### config.mk
export PLATFORM = sky130hd
export DESIGN_NAME = wb_completion_buffer_flat
export DESIGN_NICKNAME = d
export VERILOG_FILES = /design/src/rtl/wb_completion_buffer_pkg.sv /design/src/rtl/wb_completion_buffer_if.sv /design/src/rtl/wb_completion_buffer_fifo.sv /design/src/rtl/wb_completion_buffer.sv /design/src/flat_wrapper.sv
export SDC_FILE = /design/constraint.sdc
export NUM_CORES = 1
export LEC_CHECK = 0
export ABC_AREA = 1
export BUFFER_PORTS_ARGS = -buffer_cell sky130_fd_sc_hd__clkbuf_2
export CORE_MARGIN = 5
export CORE_UTILIZATION = 60
export CTS_CLUSTER_SIZE = 20
export DETAILED_ROUTE_END_ITERATION = 8
export PLACE_DENSITY = 0.8
export REMOVE_ABC_BUFFERS = 1
export SLEW_MARGIN = 25
export SYNTH_ARGS = -nofsm -noshare
export SYNTH_HDL_FRONTEND = slang
export SYNTH_HIERARCHICAL = 1
export SYNTH_SLANG_ARGS = --single-unit
export TNS_END_PERCENT = 20
### constraint.sdc
create_clock -name clock -period 5 [get_ports clock]
set_clock_uncertainty 0.1 [all_clocks]
set_input_delay 1.5 -clock clock [delete_from_list [all_inputs] [get_ports clock]]
set_output_delay 1.5 -clock clock [all_outputs]
set_load 0.02 [all_outputs]
### src/rtl/wb_completion_buffer_pkg.sv
// Shared definitions for the writeback completion buffer: channel indices and entry layout.
// No logic; types and a channel wrap helper only.
// Imported by the top level.
package wb_completion_buffer_pkg;

    localparam int unsigned NUM_CH     = 3;
    localparam int unsigned REG_W      = 5;
    localparam int unsigned DATA_W     = 32;
    localparam int unsigned WB_ENTRY_W = REG_W + DATA_W;

    typedef logic [1:0] ch_idx_t;

    localparam ch_idx_t CH_MUL = 2'd0;
    localparam ch_idx_t CH_AM  = 2'd1;
    localparam ch_idx_t CH_MEM = 2'd2;

    typedef struct packed {
        logic [REG_W-1:0]  regdest;
        logic [DATA_W-1:0] wbvalue;
    } wb_entry_t;

    function automatic ch_idx_t ch_wrap(input int unsigned i);
        return ch_idx_t'(i % NUM_CH);
    endfunction

endpackage

### src/rtl/wb_completion_buffer_if.sv
// Bundle of functional-unit result buses and register-file write / Issue feedback signals.
// Pure wiring, no latency.
// Stall flows back to Issue; the units themselves cannot be stalled.
interface wb_completion_buffer_if;

    logic        mul_wb_oper;
    logic [4:0]  mul_wb_regdest;
    logic        mul_wb_writereg;
    logic [31:0] mul_wb_wbvalue;

    logic        am_wb_oper;
    logic [4:0]  am_wb_regdest;
    logic        am_wb_writereg;
    logic [31:0] am_wb_wbvalue;

    logic        mem_wb_oper;
    logic [4:0]  mem_wb_regdest;
    logic        mem_wb_writereg;
    logic [31:0] mem_wb_wbvalue;

    logic        wb_reg_en;
    logic [4:0]  wb_reg_addr;
    logic [31:0] wb_reg_data;
    logic        wb_iss_stall;
    logic        wb_overflow;
    logic [5:0]  wb_occupancy;

    modport slave (
        input  mul_wb_oper, mul_wb_regdest, mul_wb_writereg, mul_wb_wbvalue,
        input  am_wb_oper,  am_wb_regdest,  am_wb_writereg,  am_wb_wbvalue,
        input  mem_wb_oper, mem_wb_regdest, mem_wb_writereg, mem_wb_wbvalue,
        output wb_reg_en, wb_reg_addr, wb_reg_data,
        output wb_iss_stall, wb_overflow, wb_occupancy
    );

    modport master (
        output mul_wb_oper, mul_wb_regdest, mul_wb_writereg, mul_wb_wbvalue,
        output am_wb_oper,  am_wb_regdest,  am_wb_writereg,  am_wb_wbvalue,
        output mem_wb_oper, mem_wb_regdest, mem_wb_writereg, mem_wb_wbvalue,
        input  wb_reg_en, wb_reg_addr, wb_reg_data,
        input  wb_iss_stall, wb_overflow, wb_occupancy
    );

endinterface

### src/rtl/wb_completion_buffer_fifo.sv
// Generic synchronous FIFO holding one unit's pending results.
// Head visible combinationally; a push becomes poppable one edge later (no bypass).
// Push into a full FIFO is accepted only when a pop happens on the same edge.
module wb_fifo #(
    parameter int unsigned DEPTH = 4,
    parameter int unsigned W     = 37
) (
    input  logic                   clock,
    input  logic                   reset,
    input  logic                   push,
    input  logic                   pop,
    input  logic [W-1:0]           push_dat,
    output logic [W-1:0]           head,
    output logic [$clog2(DEPTH):0] count,
    output logic                   full,
    output logic                   empty
);

    localparam int unsigned PTR_W = $clog2(DEPTH);
    localparam int unsigned CNT_W = PTR_W + 1;

    logic [W-1:0]     mem [DEPTH];
    logic [PTR_W-1:0] wr_ptr;
    logic [PTR_W-1:0] rd_ptr;
    logic [CNT_W-1:0] count_q;
    logic             do_push;
    logic             do_pop;

    assign full    = (count_q == CNT_W'(DEPTH));
    assign empty   = (count_q == '0);
    assign do_pop  = pop && !empty;
    assign do_push = push && (!full || do_pop);
    assign head    = mem[rd_ptr];
    assign count   = count_q;

    always_ff @(posedge clock or negedge reset) begin
        if (!reset) begin
            wr_ptr  <= '0;
            rd_ptr  <= '0;
            count_q <= '0;
        end else begin
            if (do_push) wr_ptr <= wr_ptr + 1'b1;
            if (do_pop)  rd_ptr <= rd_ptr + 1'b1;
            case ({do_push, do_pop})
                2'b10:   count_q <= count_q + 1'b1;
                2'b01:   count_q <= count_q - 1'b1;
                default: count_q <= count_q;
            endcase
        end
    end

    // Storage is not reset: only slots below count are ever observed.
    always_ff @(posedge clock) begin
        if (do_push) mem[wr_ptr] <= push_dat;
    end

endmodule

### src/rtl/wb_completion_buffer.sv
// Collects up to three FU results per cycle into per-unit FIFOs and retires one per cycle round-robin.
// Latency: minimum 1 cycle from push edge to registered register-file write.
// Backpressure: combinational stall to Issue when any FIFO's free slots drop to STALL_THRESH.
module wb_completion_buffer
    import wb_completion_buffer_pkg::*;
#(
    parameter int unsigned DEPTH        = 4,
    parameter int unsigned STALL_THRESH = 2
) (
    input  logic                 clock,
    input  logic                 reset,
    wb_completion_buffer_if.slave wb
);

    localparam int unsigned CNT_W = $clog2(DEPTH) + 1;

    logic [NUM_CH-1:0] push_vld;
    logic [NUM_CH-1:0] pop_vld;
    logic [NUM_CH-1:0] full;
    logic [NUM_CH-1:0] empty;
    logic [NUM_CH-1:0] drop;
    wb_entry_t         push_dat [NUM_CH];
    wb_entry_t         head_dat [NUM_CH];
    logic [CNT_W-1:0]  count    [NUM_CH];

    ch_idx_t     rr_last;
    ch_idx_t     grant_idx;
    ch_idx_t     cand;
    logic        grant_vld;
    wb_entry_t   grant_dat;
    logic        stall;
    logic [5:0]  occupancy;
    logic        reg_en;
    logic [4:0]  reg_addr;
    logic [31:0] reg_data;
    logic        overflow;

    // Stores and writes to x0 never occupy a slot.
    assign push_vld[CH_MUL] = wb.mul_wb_oper && wb.mul_wb_writereg && (wb.mul_wb_regdest != 5'd0);
    assign push_vld[CH_AM]  = wb.am_wb_oper  && wb.am_wb_writereg  && (wb.am_wb_regdest  != 5'd0);
    assign push_vld[CH_MEM] = wb.mem_wb_oper && wb.mem_wb_writereg && (wb.mem_wb_regdest != 5'd0);

    assign push_dat[CH_MUL] = '{regdest: wb.mul_wb_regdest, wbvalue: wb.mul_wb_wbvalue};
    assign push_dat[CH_AM]  = '{regdest: wb.am_wb_regdest,  wbvalue: wb.am_wb_wbvalue};
    assign push_dat[CH_MEM] = '{regdest: wb.mem_wb_regdest, wbvalue: wb.mem_wb_wbvalue};

    for (genvar i = 0; i < NUM_CH; i++) begin : g_fifo
        wb_fifo #(
            .DEPTH (DEPTH),
            .W     (WB_ENTRY_W)
        ) u_fifo (
            .clock    (clock),
            .reset    (reset),
            .push     (push_vld[i]),
            .pop      (pop_vld[i]),
            .push_dat (push_dat[i]),
            .head     (head_dat[i]),
            .count    (count[i]),
            .full     (full[i]),
            .empty    (empty[i])
        );
    end

    // Search starts one past the last winner so every channel is served within NUM_CH grants.
    always_comb begin
        grant_vld = 1'b0;
        grant_idx = rr_last;
        cand      = rr_last;
        for (int unsigned k = 1; k <= NUM_CH; k++) begin
            cand = ch_wrap(32'(rr_last) + k);
            if (!grant_vld && !empty[cand]) begin
                grant_vld = 1'b1;
                grant_idx = cand;
            end
        end
    end

    always_comb begin
        pop_vld   = '0;
        drop      = '0;
        grant_dat = '0;
        stall     = 1'b0;
        occupancy = '0;
        for (int unsigned i = 0; i < NUM_CH; i++) begin
            pop_vld[i] = grant_vld && (grant_idx == ch_idx_t'(i));
            drop[i]    = push_vld[i] && full[i] && !pop_vld[i];
            if (pop_vld[i]) grant_dat = head_dat[i];
            if ((DEPTH - 32'(count[i])) <= STALL_THRESH) stall = 1'b1;
            occupancy = occupancy + 6'(count[i]);
        end
    end

    always_ff @(posedge clock or negedge reset) begin
        if (!reset) begin
            reg_en   <= 1'b0;
            reg_addr <= '0;
            reg_data <= '0;
            rr_last  <= CH_MEM;
            overflow <= 1'b0;
        end else begin
            reg_en <= grant_vld;
            if (grant_vld) begin
                reg_addr <= grant_dat.regdest;
                reg_data <= grant_dat.wbvalue;
                rr_last  <= grant_idx;
            end
            if (|drop) overflow <= 1'b1;
        end
    end

    assign wb.wb_reg_en    = reg_en;
    assign wb.wb_reg_addr  = reg_addr;
    assign wb.wb_reg_data  = reg_data;
    assign wb.wb_iss_stall = stall;
    assign wb.wb_overflow  = overflow;
    assign wb.wb_occupancy = occupancy;

endmodule

### src/flat_wrapper.sv
// flat-port wrapper written by rule: the top's interface ports become plain ports
module wb_completion_buffer_flat import wb_completion_buffer_pkg::*;
#(
    parameter int unsigned DEPTH        = 4,
    parameter int unsigned STALL_THRESH = 2
)
  (clock, reset, wb_mul_wb_oper, wb_mul_wb_regdest, wb_mul_wb_writereg, wb_mul_wb_wbvalue, wb_am_wb_oper, wb_am_wb_regdest, wb_am_wb_writereg, wb_am_wb_wbvalue, wb_mem_wb_oper, wb_mem_wb_regdest, wb_mem_wb_writereg, wb_mem_wb_wbvalue, wb_wb_reg_en, wb_wb_reg_addr, wb_wb_reg_data, wb_wb_iss_stall, wb_wb_overflow, wb_wb_occupancy);
  wb_completion_buffer_if wb_i ();
  input  logic clock;
  input  logic reset;
  input wire logic [$bits(wb_i.mul_wb_oper)-1:0] wb_mul_wb_oper;
  input wire logic [$bits(wb_i.mul_wb_regdest)-1:0] wb_mul_wb_regdest;
  input wire logic [$bits(wb_i.mul_wb_writereg)-1:0] wb_mul_wb_writereg;
  input wire logic [$bits(wb_i.mul_wb_wbvalue)-1:0] wb_mul_wb_wbvalue;
  input wire logic [$bits(wb_i.am_wb_oper)-1:0] wb_am_wb_oper;
  input wire logic [$bits(wb_i.am_wb_regdest)-1:0] wb_am_wb_regdest;
  input wire logic [$bits(wb_i.am_wb_writereg)-1:0] wb_am_wb_writereg;
  input wire logic [$bits(wb_i.am_wb_wbvalue)-1:0] wb_am_wb_wbvalue;
  input wire logic [$bits(wb_i.mem_wb_oper)-1:0] wb_mem_wb_oper;
  input wire logic [$bits(wb_i.mem_wb_regdest)-1:0] wb_mem_wb_regdest;
  input wire logic [$bits(wb_i.mem_wb_writereg)-1:0] wb_mem_wb_writereg;
  input wire logic [$bits(wb_i.mem_wb_wbvalue)-1:0] wb_mem_wb_wbvalue;
  output wire logic [$bits(wb_i.wb_reg_en)-1:0] wb_wb_reg_en;
  output wire logic [$bits(wb_i.wb_reg_addr)-1:0] wb_wb_reg_addr;
  output wire logic [$bits(wb_i.wb_reg_data)-1:0] wb_wb_reg_data;
  output wire logic [$bits(wb_i.wb_iss_stall)-1:0] wb_wb_iss_stall;
  output wire logic [$bits(wb_i.wb_overflow)-1:0] wb_wb_overflow;
  output wire logic [$bits(wb_i.wb_occupancy)-1:0] wb_wb_occupancy;
  assign wb_i.mul_wb_oper = wb_mul_wb_oper;
  assign wb_i.mul_wb_regdest = wb_mul_wb_regdest;
  assign wb_i.mul_wb_writereg = wb_mul_wb_writereg;
  assign wb_i.mul_wb_wbvalue = wb_mul_wb_wbvalue;
  assign wb_i.am_wb_oper = wb_am_wb_oper;
  assign wb_i.am_wb_regdest = wb_am_wb_regdest;
  assign wb_i.am_wb_writereg = wb_am_wb_writereg;
  assign wb_i.am_wb_wbvalue = wb_am_wb_wbvalue;
  assign wb_i.mem_wb_oper = wb_mem_wb_oper;
  assign wb_i.mem_wb_regdest = wb_mem_wb_regdest;
  assign wb_i.mem_wb_writereg = wb_mem_wb_writereg;
  assign wb_i.mem_wb_wbvalue = wb_mem_wb_wbvalue;
  assign wb_wb_reg_en = wb_i.wb_reg_en;
  assign wb_wb_reg_addr = wb_i.wb_reg_addr;
  assign wb_wb_reg_data = wb_i.wb_reg_data;
  assign wb_wb_iss_stall = wb_i.wb_iss_stall;
  assign wb_wb_overflow = wb_i.wb_overflow;
  assign wb_wb_occupancy = wb_i.wb_occupancy;
  wb_completion_buffer #(.DEPTH(DEPTH), .STALL_THRESH(STALL_THRESH)) u_core (.clock(clock), .reset(reset), .wb(wb_i));
endmodule
# Word level (Yosys, flattened, before mapping)
# Memories as Yosys holds them, arrays and structs flattened.
# Cells that the tools add are included.
# totals
elab_cells,133
mem_count,3
ramBits,444
regBits,62
in_bits,119
# memory_table
name,depth,word_bits,read_ports,rd_ports_with_merged_regs,write_ports,line,text
u_core.g_fifo[0].u_fifo.mem,4,37,1,0,1,wb_completion_buffer_fifo.sv:22,logic [W-1:0] mem [DEPTH];
u_core.g_fifo[1].u_fifo.mem,4,37,1,0,1,wb_completion_buffer_fifo.sv:22,
u_core.g_fifo[2].u_fifo.mem,4,37,1,0,1,wb_completion_buffer_fifo.sv:22,
# op_classes
div,3
n_eq_ne,11
n_mux,27
n_addsub,20
n_reduce_logical,49
n_lt_le_gt_ge,6
# ops
cell,count
$mux 37,3
$le 32x2->1 const B,3
$mod 32x2->32 const B,3
$logic_and 1x1->1,23
$pmux 3 s2,3
$mux 1,15
$reduce_bool 5->1,3
$add 2x1->2 const B,6
$logic_not 1->1,12
$sub 3x3->4 const A,3
$add 3x1->3 const B,3
$eq 3x3->1 const B,3
$logic_not 3->1,3
$lt 2x3->1 const B,3
$sub 3x1->3 const B,3
$eq 2x1->1 const B,4
$eq 2x2->1 const B,4
$add 2x2->3 const B,2
$add 6x3->6,1
$bmux 1 s2,3
$mux 2,3
$reduce_bool 2->1,3
$add 3x3->4,1
$add 2x1->3 const B,1
3 further kinds,5

# Longest topological paths before layout
# logic_depth
word_depth,17
ltp_mapped,24

# Hierarchy
# Netlist, hierarchy kept.
# by_module_without_submodules
module,n_inst,cells_per_inst,area_per_inst_um2
wb_fifo (u_core.g_fifo[0].u_fifo),1,459,6140.9
wb_fifo (u_core.g_fifo[1].u_fifo),1,459,6100.9
wb_fifo (u_core.g_fifo[2].u_fifo),1,413,5923.2
wb_completion_buffer,1,362,2747.6

# Worst setup path before layout
# OpenSTA, ideal clock, no wires.
# synth_timing
path_type,register to register
startpoint,reg u_core.rr_last[1]
endpoint,"mem u_core.g_fifo[0].u_fifo.mem[0][0], enable pin"
path_buffers,1
setup_time_ps,431
required_time_ps,4469
arrival_time_ps,3583
path_stages_with_launch,17
period_less_slack_ps,4114
setup_slack_ps,886
cell_sequence,dfstp_2 -> inv_1 -> ha_1 -> inv_2 -> nand2_1 -> nand2_1 -> nand2_2 -> a21oi_1 -> nand2_2 -> nor2_2 -> buf_4 -> nand2_1 -> inv_1 -> inv_1 -> nand3_1 -> nand2_1 -> nor2_1
# synth_via
elab_chain_len,17
# synth_rtl
element,line,text
from (decl),wb_completion_buffer.sv:26,ch_idx_t rr_last;
from (signal assigned),wb_completion_buffer.sv:105,rr_last <= grant_idx;
$add 2x2->3,wb_completion_buffer.sv:70,cand = ch_wrap(32'(rr_last) + k);
$mod 32x2->32,wb_completion_buffer_pkg.sv:23,return ch_idx_t'(i % NUM_CH);
$bmux 1 s2,wb_completion_buffer.sv:71,if (!grant_vld && !empty[cand]) begin
$mux 1 (implied by the code),wb_completion_buffer.sv:71,
$logic_not 1->1,wb_completion_buffer.sv:71,
$logic_and 1x1->1,wb_completion_buffer.sv:71,
$mux 1,wb_completion_buffer.sv:71,
$logic_not 1->1,wb_completion_buffer.sv:71,
[2 not listed],n/a,
$logic_not 2->1,wb_completion_buffer.sv:85,pop_vld[i] = grant_vld && (grant_idx == ch_idx_t'(i));
$logic_and 1x1->1 (*),wb_completion_buffer.sv:85,
net u_core.pop_vld[0],wb_completion_buffer.sv:18,logic [NUM_CH-1:0] pop_vld;
$logic_and 1x1->1 (*),wb_completion_buffer_fifo.sv:31,assign do_pop = pop && !empty;
$logic_or 1x1->1 (*),wb_completion_buffer_fifo.sv:32,assign do_push = push && (!full || do_pop);
$logic_and 1x1->1 (*),wb_completion_buffer_fifo.sv:32,
$mux 1 (*),wb_completion_buffer_fifo.sv:54,if (do_push) mem[wr_ptr] <= push_dat;
$mux 1 (implied by the code) (*),wb_completion_buffer_fifo.sv:54,
to (decl),wb_completion_buffer_fifo.sv:22,
# Mark *: on every way through the listed nets, which the timed path passes. The rest lies on a longest branch. The select of a mux whose other input is x is not followed.

# Final worst setup path
# layout_timing
startpoint,reg u_core.g_fifo[1].u_fifo.count_q[1]
endpoint,out wb_wb_occupancy[3]
# layout_via
elab_chain_len,2
# layout_rtl
element,line,text
from (decl),wb_completion_buffer_fifo.sv:25,logic [CNT_W-1:0] count_q;
from (signal assigned),wb_completion_buffer_fifo.sv:45,2'b10: count_q <= count_q + 1'b1;
from (signal assigned),wb_completion_buffer_fifo.sv:46,2'b01: count_q <= count_q - 1'b1;
from (signal assigned),wb_completion_buffer_fifo.sv:47,default: count_q <= count_q;
$add 3x3->4,wb_completion_buffer.sv:89,occupancy = occupancy + 6'(count[i]);
$add 6x3->6,wb_completion_buffer.sv:89,
to (decl),flat_wrapper.sv:28,output wire logic [$bits(wb_i.wb_occupancy)-1:0] wb_wb_occupancy;
# No other way between the ends.

==> summary.txt <==
Drt
  – WL final: 48.2 mm
  – Detailed Route Iter0 Violations: 1504
  – Post-route DRC: 0
  – 1st-pass router iterations: 6
  – Remaining antenna violation count: 0
  – Routed length per instance: 20.7 um
  – Total vias in the final route: 13.7k
  – Routed vias/inst: slightly below 6

Layout
  – Most common cell after layout, fill and taps aside: edfxtp_1
  – Signed area change from the synthesized netlist to the final layout: 11.3%
  – # nets final: 1983
  – Proportion of layout cells with a drive suffix above 1: 0.159
  – Fillers: around 2.4k
  – Leading cell types in the layout, fill and taps excluded: edfxtp_1 (444), nor2_1 (304), clkbuf_2 (162)
  – Final standard cell count with taps included and fillers excluded: around 2.3k
  – Area occupied by registers: around 15000 um2
  – Area taken by multi-input logic gates: a little over 5000 um2
  – Final Core Density: 0.675
  – Finished Cell Area: 23300 um2

Hold path
  – Hold Path Class: reg -> reg

Clock network
  – CTS buffer count: 48
  – Number of cells upsized or downsized after cts: 0
  – CTS root buf: clkbuf_16
  – Buffers inserted during post-CTS setup optimization: 0
  – Clock edge transition at the registers on the reported setup and hold paths: 0.06 ns
  – Maximum number of buffers from clock root to sink: 3
  – CTS tree: yes
  – H-tree level count: 2
  – Clock Latency Late Sink: 0.57 ns
  – Cts-stage hold buffer count: 0
  – Sinks on Clock Net: a little over 500

Outcome
  – Result of the run: finished, final reports clean

Worst setup path
  – Most common cell type on the critical path: fa_1
  – Setup slack, reg-to-reg: ~1.2 ns
  – Last element of the critical path: wb_wb_occupancy[3]
  – Number of buffers and inverters on the critical path: 1
  – Start point of the critical path: u_core/g_fifo[1].u_fifo/count[1]$_DFFE_PN0P_
  – Worst R2R Start: u_core/g_fifo[1].u_fifo/count[1]$_DFFE_PN0P_
  – Max stage delay cell, worst path: fa_1
  – Worst-path cell chain: fa_1 -> ha_1 -> fa_1 -> xor2_1 -> clkbuf_2
  – Crit path largest cell delay: around 0.51 ns
  – Logic depth of the worst register-to-register path: 22
  – Data arrival time of the critical path: around 2.5 ns
  – Crit start category: register
  – Peak fanout along the critical path: 7
  – Required time worst endpoint: 3.40 ns
  – Number of gates on the worst path with buffers counted: 5
  – Endpoint of the lowest-slack register-to-register path: u_core/g_fifo[0].u_fifo/count[2]$_DFFE_PN0P_
  – Element type at the critical path end: output pin
  – Cell family contributing the most delay on the critical path: adder cells
  – Class of the most critical setup path: reg -> out

Floorplan
  – Initial core utilization: 0.607
  – Number of placed I/O pins: 165
  – Die width: 197 um
  – Die Area: 38700 um2
  – Core Rows: 68
  – DIE HEIGHT: 197 um
  – Placeable Area: 34500 um2

Power and ir drop
  – Sw Share: 0.411
  – Internal cell power: 8.96 mW
  – Power, Total: 15.2 mW
  – Total net switching power: roughly 6.2 mW
  – Share of total power in combinational logic: 0.405
  – Portion of total power attributed to sequential cells: 0.377
  – Lkg Pwr: 8.53 nW
  – Peak ir drop on the vdd network: 0.000671 V
  – Power density of the placed cells: 653 nW/um2
  – Power share of the clock group: 0.218

STA
  – Hold slack: 0.413 ns
  – Final Max Tran Viols: 0
  – Final period utilization: 0.823
  – Number of hold-slack violations in the final timing report: 0
  – Worst Slack Setup Final: 0.887 ns
  – Min Clock Period, post-route: 4.11 ns
  – Aggregate negative setup slack: 0 ns
  – Maximum clock frequency: between 0.2 and 0.25 GHz
  – Unrepaired setup endpoints after global routing: false
  – Least-Margin Pin Slew: between 0.8 and 0.9 ns
  – Slew headroom: 0.401
  – Final setup viols: 0

Yosys
  – Total number of yosys warnings: 6
  – Cell area after technology mapping: 20900 um2
  – Mean area per synthesized cell: 12.4 um2
  – Number of enable-type register cells in the synthesized netlist: 444
  – Count of mapped cells out of synthesis: approximately 1.7k
  – Proportion of synthesized flip-flops having asynchronous set or reset: 0.123
  – Post-synth cell types: 35
  – Portion of the post-synthesis area used by sequential elements: 0.712
  – Seq cells post-synth: ~510
  – Commonest register cell after synthesis: edfxtp_1

Placed design
  – Dpl ws: 1.22 ns
  – Routability-driven placement congestion ratio: roughly 0.9
  – Post-placement cell area: 21800 um2
  – Number of placed instances, taps included: 2238
  – IO Port Bufs: between 150 and 200
  – Dpl hpwl: slightly below 30 mm

Global route
  – Initial antenna violation count: 8
  – Pin count of the biggest net entering global routing: 78
  – GR Overflow Total: 0
  – First-pass GRT wire length: 72.9 mm
  – Via count of the first global-routing pass: ~13k
  – Total routing usage reported by global routing: 0.243

Job
  – Count of maximum capacitance violations: 0
-- synthesized netlist by cell type, types with 2 or more instances --
| library cell | count | area, um2 |
|---|---|---|
| edfxtp_1 | 444 | 13300 |
| nor2_1 | 316 | 1190 |
| o21ai_1 | 153 | 766 |
| nand2_1 | 150 | 563 |
| o21ai_0 | 138 | 691 |
| nand3_1 | 104 | 521 |
| inv_1 | 65 | 244 |
| dfrtp_1 | 61 | 1530 |
| nand4_1 | 42 | 263 |
| buf_6 | 37 | 417 |
| o22ai_1 | 37 | 231 |
| buf_2 | 28 | 140 |
| ha_1 | 24 | 300 |
| clkbuf_1 | 16 | 60.1 |
| o21ai_2 | 13 | 114 |
| buf_4 | 12 | 90.1 |
| fa_1 | 7 | 140 |
| inv_2 | 7 | 26.3 |
| a21oi_1 | 5 | 25.0 |
| nor2_2 | 5 | 31.3 |
| nor3_1 | 5 | 25.0 |
| nand2_2 | 3 | 18.8 |
| xor2_1 | 3 | 26.3 |
| buf_8 | 2 | 30.0 |
| clkbuf_2 | 2 | 10.0 |
| inv_4 | 2 | 12.5 |
| mux2i_1 | 2 | 20.0 |
| nand3_2 | 2 | 20.0 |
| xnor2_1 | 2 | 17.5 |
-- layout make-up --
cell class,count,share of cell area
inverters,74,0.0121
repair buffers,188,0.0432
clock inverters,26,0.00656
well taps,455,0.0245
multi-input cells,1015,0.219
diodes,5,0.000538
flip-flops and latches,506,0.640
clock buffers,61,0.0546
-- power by group through the flow --
stage | clock (mW) | sequential (mW) | combinational [mW]
finish | 3.32 | 5.73 | 6.16
detailed placement | 0 | 5.79 | 6.07
CTS | 3.35 | 5.72 | 6.13
global route | 3.56 | 5.77 | 6.78
global placement | 0 | 5.77 | 5.84
floorplan | 0 | 6.01 | 3.71
-- cells by family after synthesis --
group | count (synthesis) | share of synthesized area
AO/OA/AOI/OAI | 348 | 0.0885
XOR/XNOR | 5 | 0.00209
adder cells (fa/ha/maj) | 31 | 0.0211
buffers and inverters | 172 | 0.0494
flip-flops | 506 | 0.712
multiplexers | 2 | 0.000957
other | 1 | 0.000179
AND/OR/NAND/NOR | 628 | 0.126
-- registers in the layout, indices dropped and copies added (netlist names) --
register                     cells
u_core/g_fifo.u_fifo/wr_ptr      6
u_core/wb.wb_reg_en              1
u_core/g_fifo.u_fifo/mem       444
u_core/wb.wb_overflow            1
u_core/wb.wb_reg_addr            5
u_core/wb.wb_reg_data           32
u_core/g_fifo.u_fifo/count       9
u_core/g_fifo.u_fifo/rd_ptr      6
u_core/rr_last                   2
-- worst min path at each step --
stage,startpoint,to,slack [ns],cells past startpoint
6_report,u_core/wb.wb_overflow$_DFFE_PN0P_,u_core/wb.wb_overflow$_DFFE_PN0P_,0.41,2
3_5_place_dp,u_core/wb.wb_overflow$_DFFE_PN0P_,u_core/wb.wb_overflow$_DFFE_PN0P_,0.40,2
3_3_place_gp,u_core/g_fifo[0].u_fifo/rd_ptr[1]$_DFFE_PN0P_,u_core/g_fifo[0].u_fifo/rd_ptr[1]$_DFFE_PN0P_,0.40,2
2_1_floorplan,u_core/g_fifo[0].u_fifo/rd_ptr[1]$_DFFE_PN0P_,u_core/g_fifo[0].u_fifo/rd_ptr[1]$_DFFE_PN0P_,0.38,2
4_1_cts,u_core/wb.wb_overflow$_DFFE_PN0P_,u_core/wb.wb_overflow$_DFFE_PN0P_,0.42,2
5_1_grt,u_core/wb.wb_overflow$_DFFE_PN0P_,u_core/wb.wb_overflow$_DFFE_PN0P_,0.45,2
-- worst min-delay path, cell delays in order (launching register included) --
cell	delay [ns]
dfrtp_1	0.37
a21oi_1	0.05
nand3_1	0.06
-- per-layer routing --
layer,routed length [um],vias to the layer above,global-route usage,share of wire
met3,3740,97,0.0385,0.078
met2,24300,644,0.409,0.51
met4,1640,8,0.0796,0.034
met5,54,-,0,0.0011
met1,18400,6595,0.329,0.38
li1,-,6317,-,-
No activity file was read; power rests on OpenSTA's default activity.
